**src/rtl/fetch_unit_pkg.sv**
```systemverilog
// Shared definitions for the instruction fetch unit: FSM state encoding,
// default widths and the sequential PC step.
package fetch_unit_pkg;

  localparam int unsigned DEF_ADDRESS_WIDTH = 32;
  localparam int unsigned DEF_DATA_WIDTH    = 32;
  localparam int unsigned PC_INCR           = 4;

  typedef enum logic [1:0] {
    IDLE     = 2'd0,
    WAIT_GNT = 2'd1,
    WAIT_RSP = 2'd2,
    DROP     = 2'd3
  } fetch_state_e;

endpackage

```
**src/rtl/fetch_unit_fifo.sv**
```systemverilog
// Two-entry FIFO holding fetched {instruction, pc} pairs for decode.
// Flush wins over push/pop; push is accepted when full only if a pop
// frees a slot in the same cycle.
module fetch_fifo #(
  parameter int unsigned WIDTH = 64
) (
  input  logic             clk,
  input  logic             rst,
  input  logic             push_i,
  input  logic             pop_i,
  input  logic             flush_i,
  input  logic [WIDTH-1:0] data_i,
  output logic [WIDTH-1:0] data_o,
  output logic             full_o,
  output logic             empty_o,
  output logic [1:0]       count_o
);

  logic [WIDTH-1:0] mem_q [2];
  logic [WIDTH-1:0] mem_d [2];
  logic             rd_ptr_q, rd_ptr_d;
  logic             wr_ptr_q, wr_ptr_d;
  logic [1:0]       count_q, count_d;
  logic             push_ok, pop_ok;

  assign empty_o = (count_q == 2'd0);
  assign full_o  = (count_q == 2'd2);
  assign count_o = count_q;
  assign data_o  = mem_q[rd_ptr_q];

  // Next-state for storage, pointers and occupancy.
  always_comb begin
    mem_d    = mem_q;
    rd_ptr_d = rd_ptr_q;
    wr_ptr_d = wr_ptr_q;
    count_d  = count_q;
    pop_ok   = pop_i && !empty_o;
    push_ok  = push_i && (!full_o || pop_ok);
    if (flush_i) begin
      rd_ptr_d = 1'b0;
      wr_ptr_d = 1'b0;
      count_d  = 2'd0;
    end else begin
      if (push_ok) begin
        mem_d[wr_ptr_q] = data_i;
        wr_ptr_d        = wr_ptr_q + 1'b1;
      end
      if (pop_ok) begin
        rd_ptr_d = rd_ptr_q + 1'b1;
      end
      case ({push_ok, pop_ok})
        2'b10:   count_d = count_q + 2'd1;
        2'b01:   count_d = count_q - 2'd1;
        default: count_d = count_q;
      endcase
    end
  end

  // State registers; storage cleared on reset so the head reads zero.
  always_ff @(posedge clk) begin
    if (rst) begin
      mem_q    <= '{default: '0};
      rd_ptr_q <= 1'b0;
      wr_ptr_q <= 1'b0;
      count_q  <= 2'd0;
    end else begin
      mem_q    <= mem_d;
      rd_ptr_q <= rd_ptr_d;
      wr_ptr_q <= wr_ptr_d;
      count_q  <= count_d;
    end
  end

endmodule

```
**src/rtl/fetch_unit.sv**
```systemverilog
// Instruction fetch unit: issues one instruction-memory request at a time,
// tags each response with its granted PC, buffers up to two fetched words
// and steers the next PC (sequential, hold, or redirect target).
//
// Decode channel handshake: instr_valid_o/instr_o/instr_pc_o present the FIFO
// head; a word transfers on a rising edge where instr_valid_o && instr_ready_i
// (and no redirect). While valid is high and ready is low the payload holds.
module fetch_unit
  import fetch_unit_pkg::*;
#(
  parameter int unsigned ADDRESS_WIDTH = DEF_ADDRESS_WIDTH,
  parameter int unsigned DATA_WIDTH    = DEF_DATA_WIDTH
) (
  input  logic                     clk,
  input  logic                     rst,
  input  logic [ADDRESS_WIDTH-1:0] address_i,
  output logic [ADDRESS_WIDTH-1:0] pc_next_o,
  input  logic                     redirect_i,
  input  logic [ADDRESS_WIDTH-1:0] redirect_addr_i,
  output logic                     imem_req_o,
  output logic [ADDRESS_WIDTH-1:0] imem_addr_o,
  input  logic                     imem_gnt_i,
  input  logic                     imem_rvalid_i,
  input  logic [DATA_WIDTH-1:0]    imem_rdata_i,
  output logic                     instr_valid_o,
  output logic [DATA_WIDTH-1:0]    instr_o,
  output logic [ADDRESS_WIDTH-1:0] instr_pc_o,
  input  logic                     instr_ready_i,
  output fetch_state_e             state_o
);

  localparam logic [ADDRESS_WIDTH-1:0] PC_STEP = ADDRESS_WIDTH'(PC_INCR);
  localparam int unsigned ENTRY_W = DATA_WIDTH + ADDRESS_WIDTH;

  fetch_state_e             state_q, state_d;
  logic [ADDRESS_WIDTH-1:0] tag_q, tag_d;
  logic                     grant_taken;
  logic                     push;
  logic                     pop;
  logic                     outstanding;
  logic                     issue_ok;
  logic                     fifo_full;
  logic                     fifo_empty;
  logic [1:0]               fifo_count;
  logic [ENTRY_W-1:0]       fifo_head;

  assign state_o     = state_q;
  assign imem_addr_o = address_i;
  assign outstanding = (state_q == WAIT_RSP) || (state_q == DROP);
  assign issue_ok    = (({1'b0, fifo_count} + {2'b00, outstanding}) < 3'd2);

  // FSM next state, request strobe and response capture; redirect dominates.
  always_comb begin
    state_d     = state_q;
    tag_d       = tag_q;
    imem_req_o  = 1'b0;
    grant_taken = 1'b0;
    push        = 1'b0;
    case (state_q)
      IDLE: begin
        if (!redirect_i && issue_ok) state_d = WAIT_GNT;
      end
      WAIT_GNT: begin
        imem_req_o = !rst;
        if (imem_gnt_i) begin
          grant_taken = 1'b1;
          tag_d       = address_i;
          state_d     = redirect_i ? DROP : WAIT_RSP;
        end else if (redirect_i) begin
          state_d = IDLE;
        end
      end
      WAIT_RSP: begin
        if (imem_rvalid_i) begin
          // A response landing with a redirect is stale: discard it, but the
          // transaction is complete so there is nothing left to drop.
          state_d = IDLE;
          push    = !redirect_i && !fifo_full;
        end else if (redirect_i) begin
          state_d = DROP;
        end
      end
      DROP: begin
        if (imem_rvalid_i) state_d = IDLE;
      end
      default: state_d = IDLE;
    endcase
  end

  // Next-PC steering: pc_counter owns the reset value, so hold during reset.
  always_comb begin
    pc_next_o = address_i;
    if (!rst) begin
      if (redirect_i)       pc_next_o = redirect_addr_i;
      else if (grant_taken) pc_next_o = address_i + PC_STEP;
    end
  end

  // FSM state and response tag registers.
  always_ff @(posedge clk) begin
    if (rst) begin
      state_q <= IDLE;
      tag_q   <= '0;
    end else begin
      state_q <= state_d;
      tag_q   <= tag_d;
    end
  end

  assign instr_valid_o = !fifo_empty && !rst;
  assign pop           = instr_valid_o && instr_ready_i && !redirect_i;
  assign instr_o       = rst ? '0 : fifo_head[ENTRY_W-1:ADDRESS_WIDTH];
  assign instr_pc_o    = rst ? '0 : fifo_head[ADDRESS_WIDTH-1:0];

  fetch_fifo #(
    .WIDTH(ENTRY_W)
  ) u_fifo (
    .clk     (clk),
    .rst     (rst),
    .push_i  (push),
    .pop_i   (pop),
    .flush_i (redirect_i),
    .data_i  ({imem_rdata_i, tag_q}),
    .data_o  (fifo_head),
    .full_o  (fifo_full),
    .empty_o (fifo_empty),
    .count_o (fifo_count)
  );

endmodule

```
**config.mk**
```make
export PLATFORM = sky130hd
export DESIGN_NAME = fetch_unit
export DESIGN_NICKNAME = d
export VERILOG_FILES = /design/src/rtl/fetch_unit_pkg.sv /design/src/rtl/fetch_unit_fifo.sv /design/src/rtl/fetch_unit.sv
export SDC_FILE = /design/constraint.sdc
export NUM_CORES = 1
export LEC_CHECK = 0
export CAP_MARGIN = 5
export CORE_ASPECT_RATIO = 0.75
export CORE_UTILIZATION = 44
export DETAILED_ROUTE_END_ITERATION = 16
export GPL_ROUTABILITY_DRIVEN = 0
export PLACE_DENSITY = 0.84
export SYNTH_ARGS = -nofsm -noshare
export SYNTH_HDL_FRONTEND = slang
export SYNTH_SLANG_ARGS = --single-unit
```
**constraint.sdc**
```tcl
create_clock -name clk -period 2.2 [get_ports clk]
set_input_delay 0.33 -clock clk [delete_from_list [all_inputs] [get_ports clk]]
set_output_delay 0.33 -clock clk [all_outputs]
set_load 0.02 [all_outputs]
```
==> impl_metrics.ini, run 1 <==
[logic_synthesis]
synth_fp_nets = 1236
synth-compound-area-share_pct = 15.4
syn_area_um2 = 8280
synth-main-ff-cell = dfxtp_1
ys_seq_area_share_pct = 40.1
synthSimpleGateAreaFrac_pct = 27.9
synth_cell_types = 60
avgSynthCellArea_um2 = 7.31
synthMuxAreaShare_pct = 8.12
synth_top_family_by_area = simple AND/OR/NAND/NOR gates
synth_edf_count = 0
synth_adder_area_share_pct = 0.302
yosys_register_bits = 166
yosysWarnings = 0
async_flop_share_pct = 0
synthCells = 1132
synth-xor-area-share_pct = 0.423

[critical_path]
worst_setup_path_end_kind = output port
start_kind = register
critPathRequiredTime_ns = 1.87
crit_type = reg2out
crit_arrival_ns = 2.36
cp_max_fo = 4

[detailed_routing]
vias = 9171
drt-initial-drc-count = 1006
vias_per_cell = 5.51
first_pass_iters = 7
post-route-drc-count = 0
wire_per_inst_um = 16.9
routed_wl_um = 28200
ant_nets = 0

[hold_path]
hp-class = in2reg

[floorplan]
die_h_um = 121
dieWidth_um = 160
boundaryPins = 234
core_area_um2 = 18500
die_area_um2 = 19400
initial_core_util_pct = 44.9
rows = 43

[timing]
max-slew-margin-rel_pct = 74.8
final.setup.tns_ns = -6.27
fin_worst_skew_ns = 0.0109
min_period_ns = 2.69
setup_viol = 29
fin_ws_ns = -0.490
timing.final.hold_violations = 0
drv_slew = 0
tightest_slew_ns = 0.377
fin_crit_sh_pct = 122
rsz0062_at_grt = yes
fmax_mhz = 372

[grt]
overflow = 0
grt_use_total_pct = 27.4
first_global_vias = 8242
antenna_found_initial = 0
grt_pass1_wl_um = 42400
grt_max_degree = 76

[cts]
holdBufCountCts = 0
numCtsBuffers = 17
clkTransAtPathRegs_ns = 0.07
tritoncts = done
htreeDepth = 4
cts_sinks = 166
clkLatencyLatePin_ns = 0.42
clock-root-buffer = clkbuf_16
clockBufferDepth = 2

[finish]
finalNetCount = 1507
area_delta_synth_final_pct = 51.3
drive_gt1_share_pct = 20.2
fillCellCount = 1433
num_antenna_cells = 0

[placement]
io_buffers = 233
post-dp-hpwl_um = 18400
dpl_worst_slack_ns = -1.03

[job]
drv_cap = 0

[outcome]
violations = negative setup slack
outcome = complete, but fails checks

[pwr]
powerDensity_nw_per_um2 = 572
leakage_nw = 4.78
vdd_drop_max_mv = 0.398
## power by group
part | total (W) | internal (W) | switching (W)
clock network | 0.00301 | 0.00168 | 0.00133
logic | 0.00109 | 0.000513 | 0.000574
registers | 0.00306 | 0.00304 | 0.0000256
## cells in the final DEF (no fill, tap or decap), types with 5 or more instances in the layout
cell type	netlist	final
inv_1	13	13
clkbuf_16	0	18
buf_4	32	115
nand2_1	344	339
buf_6	1	29
buf_12	0	16
nor3_2	0	5
a22oi_1	12	10
o21ai_1	0	8
a21oi_2	0	6
o21ai_0	18	8
nor2_1	95	91
nand3_1	14	5
nand3_2	1	6
dfxtp_1	166	163
and3_4	0	5
clkdlybuf4s50_1	0	114
nand4_1	10	10
dlygate4sd2_1	0	82
nand3b_1	5	5
a21oi_1	178	172
or4_4	0	5
nor2_4	0	5
mux2i_1	66	63
dlymetal6s2s_1	0	5
## routing by layer
| layer | track usage [%] | up-vias | share of wire [%] |
|---|---|---|---|
| met4 | 10.4 | 0 | 3.5 |
| met2 | 44.6 | 481 | 47 |
| met3 | 5.76 | 88 | 8.4 |
| met1 | 35.5 | 4295 | 41 |
| li1 | - | 4307 | - |
| met5 | 0 | - | 0 |
## cell usage after synthesis (2+ instances only)
library cell / number / area [um2]
xor2_1: 2 / 17.5
buf_1: 10 / 37.5
nand3b_1: 5 / 37.5
nand2b_1: 4 / 25.0
a22oi_1: 12 / 90.1
a21oi_1: 178 / 891
nor2b_1: 5 / 31.3
or4_1: 6 / 45.0
nor4_4: 2 / 42.5
o22ai_1: 3 / 18.8
and3_1: 5 / 31.3
buf_2: 15 / 75.1
nor4_1: 2 / 12.5
dfxtp_1: 166 / 3320
and4_1: 2 / 17.5
nor2_2: 2 / 12.5
clkbuf_2: 2 / 10.0
ha_1: 2 / 25.0
nor3_1: 11 / 55.1
nor2_1: 95 / 357
and4_2: 2 / 20.0
nand2_1: 344 / 1290
nor3b_1: 5 / 37.5
xnor2_1: 2 / 17.5
and2_1: 2 / 12.5
o21ai_0: 18 / 90.1
inv_1: 13 / 48.8
nand4_1: 10 / 62.6
o311ai_0: 2 / 17.5
or3_1: 3 / 18.8
or2_2: 4 / 25.0
a32oi_1: 3 / 26.3
nand3_1: 14 / 70.1
o22a_1: 3 / 26.3
o32ai_1: 3 / 26.3
mux2i_1: 66 / 661
clkbuf_1: 54 / 203
buf_4: 32 / 240
a211oi_1: 2 / 15.0
## cell type report
cell class                 count  area [um2]  area share [%]
clock buffer                  18         450            3.60
multi-input combinational    838        4710            37.6
tap                          247         309            2.47
clock inverter                14         158            1.26
inverter                      13        48.8           0.390
sequential                   166        3330            26.6
timing repair buffer         367        3520            28.1
## what timing repair did
item	CTS	global route
endpoints found under the setup margin	91	33
gates resized for setup	303	75
setup buffers	17	8
pin swaps	24	34
cloned	1	0
## worst paths after layout
| kind | slack (ns) | startpoint | depth (start not counted) | endpoint |
|---|---|---|---|---|
| setup reg to reg | 0.28 | state_o[0] | 8 | u_fifo.mem_q[53] |
| hold reg to reg | 0.45 | u_fifo.mem_q[41] | 2 | u_fifo.mem_q[41] |
| hold / removal | 0.39 | address_i[14] | 4 | tag_q[14] |
| setup / recovery | -0.49 | state_o[1] | 8 | pc_next_o[24] |
## state kept, by name, summed over array words and instances, names as in the netlist
signal,flops
tag_q,32
u_fifo.mem_q,128
u_fifo.wr_ptr_q,1
state_o,2
u_fifo.count_o,2
u_fifo.rd_ptr_q,1
## cell families after synthesis
family,after synthesis
muxes,67
DFF,166
adders and majority gates,2
AOI/OAI and AO/OA,232
and+or+nand+nor,533
xor gates and xnor gates,4
buffers and inverters,128
## metrics by stage
step / power (W) / instances / instance area (um2) / util (%) / hold WS (ns)
after floorplan: 0.00357 / 1132 / 8300 / - / 0.436
after global placement: 0.00412 / 1607 / 11400 / 61.6 / 0.441
after detailed placement: 0.00413 / 1607 / 11400 / 61.6 / 0.446
after CTS: 0.00712 / 1657 / 12200 / 66.2 / 0.425
after global routing: 0.00740 / 1663 / 12500 / 67.9 / 0.400
final: 0.00716 / 1663 / 12500 / 67.9 / 0.390
## worst max-delay path: stages (launching register included)
cell	delay [ns]
dfxtp_2	0.33
nand3b_1	0.21
nor3_2	0.21
buf_4	0.15
nand4_1	0.22
buf_4	0.23
or3_4	0.33
a21oi_2	0.12
buf_4	0.15
No activity file was read; power rests on OpenSTA's default activity.
==> run 2: changes to the inputs <==
--- a/config.mk
+++ b/config.mk
@@ -7,10 +7,10 @@
 export LEC_CHECK = 0
 export CAP_MARGIN = 5
 export CORE_ASPECT_RATIO = 0.75
-export CORE_UTILIZATION = 44
+export CORE_UTILIZATION = 48
 export DETAILED_ROUTE_END_ITERATION = 16
 export GPL_ROUTABILITY_DRIVEN = 0
-export PLACE_DENSITY = 0.84
+export PLACE_DENSITY = 0.87
 export SYNTH_ARGS = -nofsm -noshare
 export SYNTH_HDL_FRONTEND = slang
 export SYNTH_SLANG_ARGS = --single-unit
==> constraint.sdc (replaced) <==
create_clock -name clk -period 3 [get_ports clk]
set_input_delay 0.45 -clock clk [delete_from_list [all_inputs] [get_ports clk]]
set_output_delay 0.45 -clock clk [all_outputs]
set_load 0.02 [all_outputs]
==> impl_metrics.ini, run 2 (synthesized netlist as in run 1, its figures left out) <==
[detailed_routing]
wl_met3_um = 2040
vias_per_cell = 5.52
routed.top_layer = met4
met1_length_um = 10700
vias = 8838
wire_per_inst_um = 16.0
wl_met2_um = 12000
first_pass_iters = 5
routed_wl_um = 25600
post-route-drc-count = 0
drt-initial-drc-count = 816
ant_nets = 0

[finish]
drive_gt1_share_pct = 13.7
design_area_um2 = 11800
multi_input_area_um2 = 4430
area_delta_synth_final_pct = 42.2
fillCellCount = 1366
final_common_cell = nand2_1
stdcell_count = 1601
finalNetCount = 1477
num_antenna_cells = 0
largest_reg_flops = 128
top_register = u_fifo.mem_q
reg.largest.list = u_fifo.mem_q: 128 flops, tag_q: 32 flops
most-common-layout-cells = nand2_1 (343), clkdlybuf4s50_1 (196), a21oi_1 (177)
regArea_um2 = 3330

[floorplan]
die_area_um2 = 17800
rows = 41
boundaryPins = 234
die_h_um = 116
initial_core_util_pct = 49.2
core_area_um2 = 16800
dieWidth_um = 154

[placement]
post_dp_cell_area_um2 = 11100
post-dp-hpwl_um = 18100
io_buffers = 233
dpl_worst_slack_ns = -0.557
dp_cells = 1564

[timing]
max-slew-margin-rel_pct = 59.8
setup_viol = 0
fin_ws_ns = 0.0354
fmax_mhz = 337
drv_slew = 0
rsz0062_at_grt = yes
fin_worst_skew_ns = 0.0120
timing.final.hold_violations = 0
tightest_slew_ns = 0.603
fin_crit_sh_pct = 98.8
min_period_ns = 2.96

[cts]
clock-root-buffer = clkbuf_16
htreeDepth = 4
numCtsBuffers = 17
tritoncts = done
clkLatencyLatePin_ns = 0.42
clockBufferDepth = 2
clkTransAtPathRegs_ns = 0.07
cts_sinks = 166

[critical_path]
critPathSlowestCell = clkdlybuf4s50_1
critPathRequiredTime_ns = 2.55
start_kind = input pin
cp_slowest_stage_delay_ns = 0.53
crit_chain = clkdlybuf4s50_1, nand2_4, nor4_4, buf_4, nand3_2, or4_1, a211oi_1, buf_2
worst_setup_path_end_kind = output port
crit_type = in2out
crit_arrival_ns = 2.51
cp_max_fo = 5

[grt]
overflow = 0
grt_pass1_wl_um = 40800
grt_max_degree = 55
first_global_vias = 8034
antenna_found_initial = 0
grt_use_total_pct = 28.8

[pwr]
power_frac_seq_pct = 43.6
powerDensity_nw_per_um2 = 437
p_clk_share_pct = 42.7
report.power.total_w = 0.00515
p_switching_w = 0.00133
internal-power_w = 0.00382
leakage_nw = 4.13
switching_share_pct = 25.7
combinationalPowerShare_pct = 13.7
vdd_drop_max_mv = 0.334

[outcome]
outcome = finished clean

[job]
drv_cap = 0

[hold_path]
hp-class = in2reg
==> run 2: cell type report <==
type	count	share of cell area, %
flip-flops and latches	166	28.3
repair buffers	337	26.3
clock inverters	14	1.38
well taps	215	2.28
clock buffers	18	3.73
inverters	13	0.414
multi-input cells	838	37.6
==> run 2: stage by stage <==
| step | hold WS, ns | TNS, ns | utilization (%) |
|---|---|---|---|
| after floorplan | 0.436 | 0 | - |
| after global placement | 0.441 | -7.23 | 66.0 |
| after detailed placement | 0.447 | -8.47 | 66.0 |
| after CTS | 0.382 | -0.0135 | 69.7 |
| after global routing | 0.397 | -0.198 | 70.0 |
| final | 0.404 | 0 | 70.0 |
==> run 2: final timing paths <==
path,start,endpoint,slack [ns],depth (start not counted)
min reg2reg,u_fifo.mem_q[100],u_fifo.mem_q[100],0.45,2
min,rst,tag_q[14],0.40,2
max,address_i[6],pc_next_o[29],0.04,8
max reg2reg,u_fifo.count_o[1],u_fifo.mem_q[64],0.97,6
==> run 2: critical path: cells and delay by family <==
family	cells	cell delay, ns
buffers and inverters	3	0.90
and+or+nand+nor	4	0.94
AOI/OAI and AO/OA	1	0.23
==> run 2: per-layer routing <==
metal / global-route usage (%) / vias up
met2: 47.6 / 413
li1: - / 4259
met3: 6.06 / 68
met1: 37.4 / 4098
met4: 11.0 / 0
met5: 0 / -
==> run 2: power by group through the flow <==
stage	combinational (W)	clock [W]	sequential, W
floorplan	0.000322	0	0.00229
global placement	0.000703	0	0.00229
detailed placement	0.000710	0	0.00229
CTS	0.000694	0.00222	0.00224
global route	0.000750	0.00233	0.00225
finish	0.000707	0.00220	0.00225
==> run 2: repair_timing <==
item                                    CTS  global route
endpoints found under the setup margin   30            20
buffers inserted                          4             1
resized for setup                        64            46
hold buffers                              0             0
pin swaps                                 6             6
==> run 3: changes to the inputs <==
--- a/config.mk
+++ b/config.mk
@@ -7,10 +7,10 @@
 export LEC_CHECK = 0
 export CAP_MARGIN = 5
 export CORE_ASPECT_RATIO = 0.75
-export CORE_UTILIZATION = 48
+export CORE_UTILIZATION = 44
 export DETAILED_ROUTE_END_ITERATION = 16
 export GPL_ROUTABILITY_DRIVEN = 0
-export PLACE_DENSITY = 0.87
+export PLACE_DENSITY = 0.84
 export SYNTH_ARGS = -nofsm -noshare
 export SYNTH_HDL_FRONTEND = slang
 export SYNTH_SLANG_ARGS = --single-unit
==> constraint.sdc (replaced) <==
create_clock -name clk -period 2.39 [get_ports clk]
set_input_delay 0.3585 -clock clk [delete_from_list [all_inputs] [get_ports clk]]
set_output_delay 0.3585 -clock clk [all_outputs]
set_load 0.02 [all_outputs]
==> impl_metrics.ini, run 3 (synthesized netlist as in run 1, its figures left out) <==
[outcome]
outcome = complete, but fails checks
violations = negative setup slack

[pwr]
leakage_nw = 4.83
report.power.total_w = 0.00659
powerDensity_nw_per_um2 = 528
vdd_drop_max_mv = 0.375

[cts]
clockBufferDepth = 2
htreeDepth = 4
clock-root-buffer = clkbuf_16
tritoncts = done
clkLatencyLatePin_ns = 0.43
cts_sinks = 166
clkTransAtPathRegs_ns = 0.07
numCtsBuffers = 17
holdBufCountCts = 0

[critical_path]
critPathRequiredTime_ns = 2.03
cp_max_fo = 3
worst_setup_path_end_kind = output port
start_kind = register
cp_slowest_stage_delay_ns = 0.43
critPathBufInv = 2
crit_arrival_ns = 2.30
crit_chain = nand3b_1, buf_6, nor4_4, nand3_2, or4_4, a21oi_2, buf_4
crit_type = reg2out
path_delay_family = simple AND/OR/NAND/NOR gates
critPathSlowestCell = or4_4

[detailed_routing]
vias = 9072
drt-initial-drc-count = 918
routed_wl_um = 27800
ant_nets = 0
vias_per_cell = 5.47
first_pass_iters = 8
post-route-drc-count = 0
wire_per_inst_um = 16.7

[finish]
drive_gt1_share_pct = 19.4
finalNetCount = 1504
area_delta_synth_final_pct = 50.8
num_antenna_cells = 0
final_common_cell = nand2_1
reg.largest.list = u_fifo.mem_q: 128 flops, tag_q: 32 flops
most-common-layout-cells = nand2_1 (340), a21oi_1 (174), dfxtp_1 (163)
stdcell_count = 1660
top_register = u_fifo.mem_q
largest_reg_flops = 128

[timing]
fin_ws_ns = -0.269
timing.final.hold_violations = 0
fin_worst_skew_ns = 0.0114
max-slew-margin-rel_pct = 66.0
min_period_ns = 2.66
drv_slew = 0
fin_crit_sh_pct = 111
fmax_mhz = 376
rsz0062_at_grt = yes
tightest_slew_ns = 0.510
setup_viol = 21

[grt]
first_global_vias = 8469
grt_max_degree = 61
antenna_found_initial = 1
overflow = 0
grt_pass1_wl_um = 42500
grt_use_total_pct = 27.5

[hold_path]
hp-class = in2reg

[floorplan]
core_area_um2 = 18500
die_area_um2 = 19400
dieWidth_um = 160
rows = 43
initial_core_util_pct = 44.9
boundaryPins = 234
die_h_um = 121

[placement]
post-dp-hpwl_um = 18100
io_buffers = 233
dp_cells = 1608

[job]
drv_cap = 0
[run 3: changes by cell type in the layout (fill, tap and decap cells not counted), moves of 8 or more]
cell             delta
clkdlybuf4s50_1    -50
buf_6              +27
o21ai_0            -10
buf_4              +18
dlygate4sd2_1      +23
nand3_1             -9
clkbuf_2            -8
o21ai_1            +10
dlymetal6s2s_1     +14
[run 3: cell type report]
cell class,count,area (um2)
flip-flops and latches,166,3330
multi-input cells,838,4670
fillers,1448,5970
well taps,247,309
clock buffers,17,425
clock inverters,15,193
inverters,13,48.8
repair buffers,364,3510
[run 3: worst register-to-register path, cell delays in order (launching register included)]
cell	delay, ns
dfxtp_2	0.35
buf_4	0.15
nor2_1	0.18
o2111ai_1	0.31
buf_4	0.27
nor2_4	0.14
buf_12	0.25
nand2_1	0.12
a21oi_1	0.14
[run 3: per-stage QoR]
stage	TNS [ns]	hold slack (ns)	util (%)	worst slack [ns]	instance area, um2
2_1_floorplan	0	0.436	-	0.0216	8280
3_5_place_dp	-20.60	0.446	61.2	-0.877	11300
3_3_place_gp	-20.18	0.441	61.2	-0.876	11300
4_1_cts	-2.45	0.422	66.0	-0.264	12200
5_1_grt	-4.76	0.365	67.6	-0.341	12500
6_report	-2.91	0.360	67.6	-0.269	12500
[run 3: worst paths after layout]
kind	startpoint	cells past startpoint	to	slack [ns]
worst max register to register	state_o[0]	8	u_fifo.mem_q[0]	0.41
worst max-delay path	state_o[1]	7	pc_next_o[28]	-0.27
worst min-delay path	address_i[11]	4	tag_q[11]	0.36
worst min register to register	u_fifo.mem_q[55]	2	u_fifo.mem_q[55]	0.45
[run 3: power breakdown]
group / switching, W / total [W] / internal, W / leakage [nW]
logic: 0.000524 / 0.000998 / 0.000474 / 3.19
clock network: 0.00134 / 0.00278 / 0.00143 / 0.296
registers: 0.0000228 / 0.00282 / 0.00279 / 1.34
[run 3: repair_timing]
item | 4_1_cts | 5_1_grt
gates resized for setup | 255 | 79
endpoints found under the setup margin | 36 | 62
cloned | 2 | 0
pin swaps | 23 | 33
buffers inserted | 12 | 10
[run 3: per-layer routing]
layer	GRT usage (%)	vias to the layer above	share of wire [%]
met1	35.5	4256	42
li1	-	4306	-
met5	0	-	0.043
met3	6.52	91	8.5
met4	11.2	2	3.3
met2	44.2	417	47
